### config.mk
export PLATFORM = sky130hd
export DESIGN_NAME = regfile_write_port
export DESIGN_NICKNAME = d
export VERILOG_FILES = /design/src/rtl/regfile_write_port.sv
export SDC_FILE = /design/constraint.sdc
export NUM_CORES = 1
export LEC_CHECK = 0
export ABC_AREA = 1
export BUFFER_PORTS_ARGS = -buffer_cell sky130_fd_sc_hd__clkbuf_2
export CORE_ASPECT_RATIO = 0.7
export CORE_MARGIN = 5
export CORE_UTILIZATION = 39
export DETAILED_ROUTE_END_ITERATION = 7
export PLACE_DENSITY = 0.59
export SLEW_MARGIN = 20
export SYNTH_ARGS = -nofsm -noshare
export SYNTH_HDL_FRONTEND = slang
export SYNTH_SLANG_ARGS = --single-unit
### constraint.sdc
create_clock -name clk -period 3.3 [get_ports clk]
set_clock_uncertainty 0.05 [all_clocks]
set_input_delay 0 -clock clk [delete_from_list [all_inputs] [get_ports clk]]
set_output_delay 0 -clock clk [all_outputs]
set_load 0.02 [all_outputs]
### src/rtl/regfile_write_port.sv
// rtl/regfile_write_port.sv - pending-write queue feeding the register file write port
//
// Accepts up to two write-back results per cycle (slot 0 older than slot 1),
// keeps them in program order in a circular queue and retires one per cycle
// onto the register file's single write port. A forwarding lookup exposes the
// youngest pending or incoming value for a given register.
//
// Optional feature macro: REGFILE_ZERO_REG_EN
//   defined   - writes to register 0 are dropped, lookups of register 0 miss
//   undefined - register 0 behaves like every other register
//
// Ports:
//   clk, rst                       clock, asynchronous active-high reset
//   in0_valid/in0_rd/in0_data      older incoming write
//   in1_valid/in1_rd/in1_data      younger incoming write
//   in_ready                       queue has room for two entries
//   wr_en/wr_addr/wr_data          register file WE3/A3/WD3
//   fwd_addr/fwd_hit/fwd_data      forwarding lookup
//   idle                           queue empty and nothing incoming

module regfile_write_port #(
  parameter int DEPTH = 4,
  parameter int DW    = 16,
  parameter int AW    = 3
) (
  input  logic          clk,
  input  logic          rst,
  input  logic          in0_valid,
  input  logic [AW-1:0] in0_rd,
  input  logic [DW-1:0] in0_data,
  input  logic          in1_valid,
  input  logic [AW-1:0] in1_rd,
  input  logic [DW-1:0] in1_data,
  output logic          in_ready,
  output logic          wr_en,
  output logic [AW-1:0] wr_addr,
  output logic [DW-1:0] wr_data,
  input  logic [AW-1:0] fwd_addr,
  output logic          fwd_hit,
  output logic [DW-1:0] fwd_data,
  output logic          idle
);

  localparam int PW = $clog2(DEPTH);
  localparam int CW = PW + 1;

  logic [AW-1:0] q_rd   [DEPTH];
  logic [DW-1:0] q_data [DEPTH];
  logic [PW-1:0] head;
  logic [PW-1:0] tail;
  logic [CW-1:0] count;

  logic          acc0;
  logic          acc1;
  logic          deq;
  logic [PW-1:0] slot1;
  logic [CW-1:0] n_enq;
  logic [PW-1:0] idx;

  // Room for two is required even when only one slot is valid, so the
  // producer sees a single, registered ready condition.
  assign in_ready = (count <= CW'(DEPTH - 2));

`ifdef REGFILE_ZERO_REG_EN
  assign acc0 = in_ready && in0_valid && (in0_rd != '0);
  assign acc1 = in_ready && in1_valid && (in1_rd != '0);
`else
  assign acc0 = in_ready && in0_valid;
  assign acc1 = in_ready && in1_valid;
`endif

  assign deq   = (count != '0);
  // A lone slot-1 write lands at the tail so the queue never has holes.
  assign slot1 = tail + PW'(acc0);
  assign n_enq = CW'(acc0) + CW'(acc1);

  always_ff @(posedge clk or posedge rst) begin
    if (rst) begin
      head  <= '0;
      tail  <= '0;
      count <= '0;
      for (int i = 0; i < DEPTH; i++) begin
        q_rd[i]   <= '0;
        q_data[i] <= '0;
      end
    end else begin
      if (acc0) begin
        q_rd[tail]   <= in0_rd;
        q_data[tail] <= in0_data;
      end
      if (acc1) begin
        q_rd[slot1]   <= in1_rd;
        q_data[slot1] <= in1_data;
      end
      tail  <= tail + PW'(n_enq);
      head  <= head + PW'(deq);
      count <= count + n_enq - CW'(deq);
    end
  end

  // Write port comes straight from flops: stable for the whole cycle.
  assign wr_en   = deq;
  assign wr_addr = q_rd[head];
  assign wr_data = q_data[head];

  assign idle = (count == '0) && !in0_valid && !in1_valid;

  // Scan oldest to youngest so later matches override earlier ones; the
  // incoming slots are younger than anything queued and are applied last.
  always_comb begin
    fwd_hit  = 1'b0;
    fwd_data = '0;
    idx      = '0;
    for (int i = 0; i < DEPTH; i++) begin
      idx = head + PW'(i);
      if ((CW'(i) < count) && (q_rd[idx] == fwd_addr)) begin
        fwd_hit  = 1'b1;
        fwd_data = q_data[idx];
      end
    end
    if (acc0 && (in0_rd == fwd_addr)) begin
      fwd_hit  = 1'b1;
      fwd_data = in0_data;
    end
    if (acc1 && (in1_rd == fwd_addr)) begin
      fwd_hit  = 1'b1;
      fwd_data = in1_data;
    end
`ifdef REGFILE_ZERO_REG_EN
    if (fwd_addr == '0) begin
      fwd_hit  = 1'b0;
      fwd_data = '0;
    end
`endif
  end

endmodule

==> summary.txt <==
Status
  – Outcome: completed

Logic synthesis
  – FF+latch count, synth: 83
  – Synth Cell Area: 7168 um^2
  – Cells after Synth: 1152
  – Post-synthesis sequential area ratio: 28.98%
  – Syn Area/Cell: 6.222 um^2
  – Post-synth cell types: 35
  – YS warnings: 0
  – Syn_nets: 1205

Setup path
  – Worst EP arrival: 3280 ps
  – CP Class: reg2reg
  – Critical path endpoint category: flop
  – CP max FO: 18
  – Worst Path Required: 3530 ps
  – CP startpoint kind: flop

Power
  – PwrDens: 1243 nW/um^2
  – Lkg Pwr: 4.209 nW
  – VDD IR max: 628.3 uV
  – Tot Pwr: 10.37 mW

Clocking
  – Reg clk slew, reported paths: 60 ps
  – Root Driver: clkbuf_16
  – Post-CTS setup buffer count: 0
  – CTS buffer count: 9
  – Later-pin clock latency in the skew report: 340 ps
  – Sink Count: 83
  – Max Root-Sink Buffers: 2
  – CTS H-tree depth: 3
  – CTS tree: built

Placement
  – Post-DP HPWL: 18.97 mm
  – I/O Buffers: 83
  – RePlAce Congestion: 0.9258

Floorplan
  – Core ar.: 18060 um^2
  – Die area: 21230 um^2
  – Die W: 172.0 um
  – Row count: 41
  – I/O pin count: 84
  – Initial Util: 39.70%
  – Die H: 123.4 um

STA
  – Endpoints failing setup: 0
  – Slew HR: 52.45%
  – Slew Viols, Final: 0
  – RSZ-0062 raised after global routing: false
  – Worst slew pin tran: 709.8 ps
  – Tcrit/Tclk final: 92.26%
  – Fin crit period: 3045 ps
  – Count of final hold-check violations: 0
  – Setup_tns: 0 ps
  – Max Freq: 328.4 MHz

Global route
  – Antenna violations before repair: 0
  – GRT Util Overall: 24.00%
  – GRT overflow: 0
  – Vias in the first global route: 6431
  – Largest net degree at the start of global routing: 105
  – Wire length of the first global-routing pass: 38.69 mm

Drt
  – Number of vias per cell: 5.311
  – Final ANT Viol Nets: 0
  – Pre-antenna DRT Iters: 6
  – Initial drt markers: 1130
  – WL final: 25.42 mm
  – Drt wl/cell: 17.35 um
  – Via count of the routed design: 7780
  – DRC: 0

Cells and area
  – Most frequent cells in the layout: nand2_1, o21ai_0, inv_1
  – Layout Nets: 1278
  – # diodes: 0
  – Syn-to-layout area delta: 16.39%
  – Most common cell after layout, fill and taps aside: nand2_1
  – Fraction of final layout cells sized beyond drive strength 1: 12.29%

Run
  – Max-cap violations: 0

Worst hold path
  – Hold WC Path Type: in2reg
-- per-stage QoR --
| step | setup WS, ps | instance area, um^2 | hold WS (ps) | utilization, % | std cells |
|---|---|---|---|---|---|
| after global placement | 603.1 | 7676 | 65.34 | 42.51 | 1410 |
| final | 255.4 | 8343 | 3.004 | 46.20 | 1465 |
| after floorplan | 787.5 | 7168 | 33.06 | - | 1152 |
| after CTS | 71.51 | 8338 | 7.776 | 46.18 | 1465 |
| after global routing | 14.68 | 8343 | 4.127 | 46.20 | 1465 |
| after detailed placement | 533.2 | 7676 | 65.63 | 42.51 | 1410 |
-- state kept, by name, summed over array words and instances, names as in the netlist --
signal	count
q_rd	12
head	2
count	3
tail	2
q_data	64
-- cells in the mapped netlist --
cell	instances	area share, %
a211oi_1	41	4.3
o21bai_1	12	1.3
o211ai_1	1	0.10
nand2_2	5	0.44
nand4_1	1	0.087
nand2_1	390	20
xnor2_1	7	0.86
dfrtp_1	83	29
nor2_1	55	2.9
nand3_2	1	0.14
a21oi_2	2	0.24
xor2_1	7	0.86
clkbuf_1	37	1.9
or2_1	1	0.087
buf_4	4	0.42
o21ai_1	13	0.91
or2_2	1	0.087
buf_6	9	1.4
a21oi_1	56	3.9
nor2_4	2	0.31
ha_1	7	1.2
nor2_2	5	0.44
nor3_1	7	0.49
inv_1	132	6.9
fa_1	1	0.28
o21ai_0	150	10
buf_2	24	1.7
o221ai_1	35	4.3
inv_2	3	0.16
and2_4	1	0.12
a21o_1	1	0.10
nand3_1	44	3.1
inv_4	3	0.26
nand2_4	3	0.47
buf_1	8	0.42
-- layer usage --
| layer | part of all wire, % | up-vias | global-route usage, % |
|---|---|---|---|
| met1 | 53 | 3469 | 42.25 |
| met2 | 34 | 392 | 27.27 |
| met5 | 0 | - | 0 |
| met3 | 12 | 22 | 5.817 |
| met4 | 1.1 | 0 | 5.106 |
| li1 | - | 3897 | - |
-- what timing repair did --
item                                   CTS  global route
resized for setup                        0             1
setup endpoints to repair                0             2
hold buffers                            40             0
endpoints found under the hold margin  159             0
-- where the power goes --
| group | switching, mW | total, mW | internal (mW) |
|---|---|---|---|
| Sequential | 0.471 | 2.04 | 1.57 |
| Clock | 0.405 | 0.927 | 0.523 |
| Combinational | 5.05 | 7.40 | 2.35 |
-- layout make-up --
| type | count | area [um^2] |
|---|---|---|
| Fill cell | 1890 | 9714 |
| Multi-Input combinational cell | 849 | 4180 |
| Sequential cell | 83 | 2081 |
| Timing Repair Buffer | 144 | 998.5 |
| Inverter | 138 | 526.8 |
| Tap cell | 236 | 295.3 |
| Clock buffer | 12 | 246.5 |
| Clock inverter | 3 | 15.01 |
-- final timing paths --
check                      cells past startpoint  slack (ps)          startpoint              endpoint
max                                           11         260  count[2]$_DFF_PP0_  q_data[43]$_DFF_PP0_
min                                            3           3        in0_data[14]  q_data[14]$_DFF_PP0_
max reg2reg                                   11         260  count[2]$_DFF_PP0_  q_data[43]$_DFF_PP0_
min reg2reg                                    1         530  count[2]$_DFF_PP0_    count[2]$_DFF_PP0_
max in group asynchronous                      4        2540                 rst     head[0]$_DFF_PP0_
min in group asynchronous                      4         190                 rst     tail[1]$_DFF_PP0_
-- worst max-delay path: stages (launching register included) --
cell and delay (ps):
dfrtp_1 450, a21oi_2 90, nand2_1 200, inv_1 120, ha_1 220, xnor2_2 560
inv_2 120, nor2_1 170, buf_4 290, nand2_1 80, nand2_1 60, dlygate4sd3_1 540
-- logic make-up after synthesis --
kind of cell / after synthesis / synth area share [%]
fa+ha+maj: 8 / 1.501
xor+xnor: 14 / 1.711
buf+inv: 220 / 13.20
compound gates: 311 / 25.57
flops: 83 / 28.98
simple gates: 516 / 29.05
No activity file was read; power rests on OpenSTA's default activity.
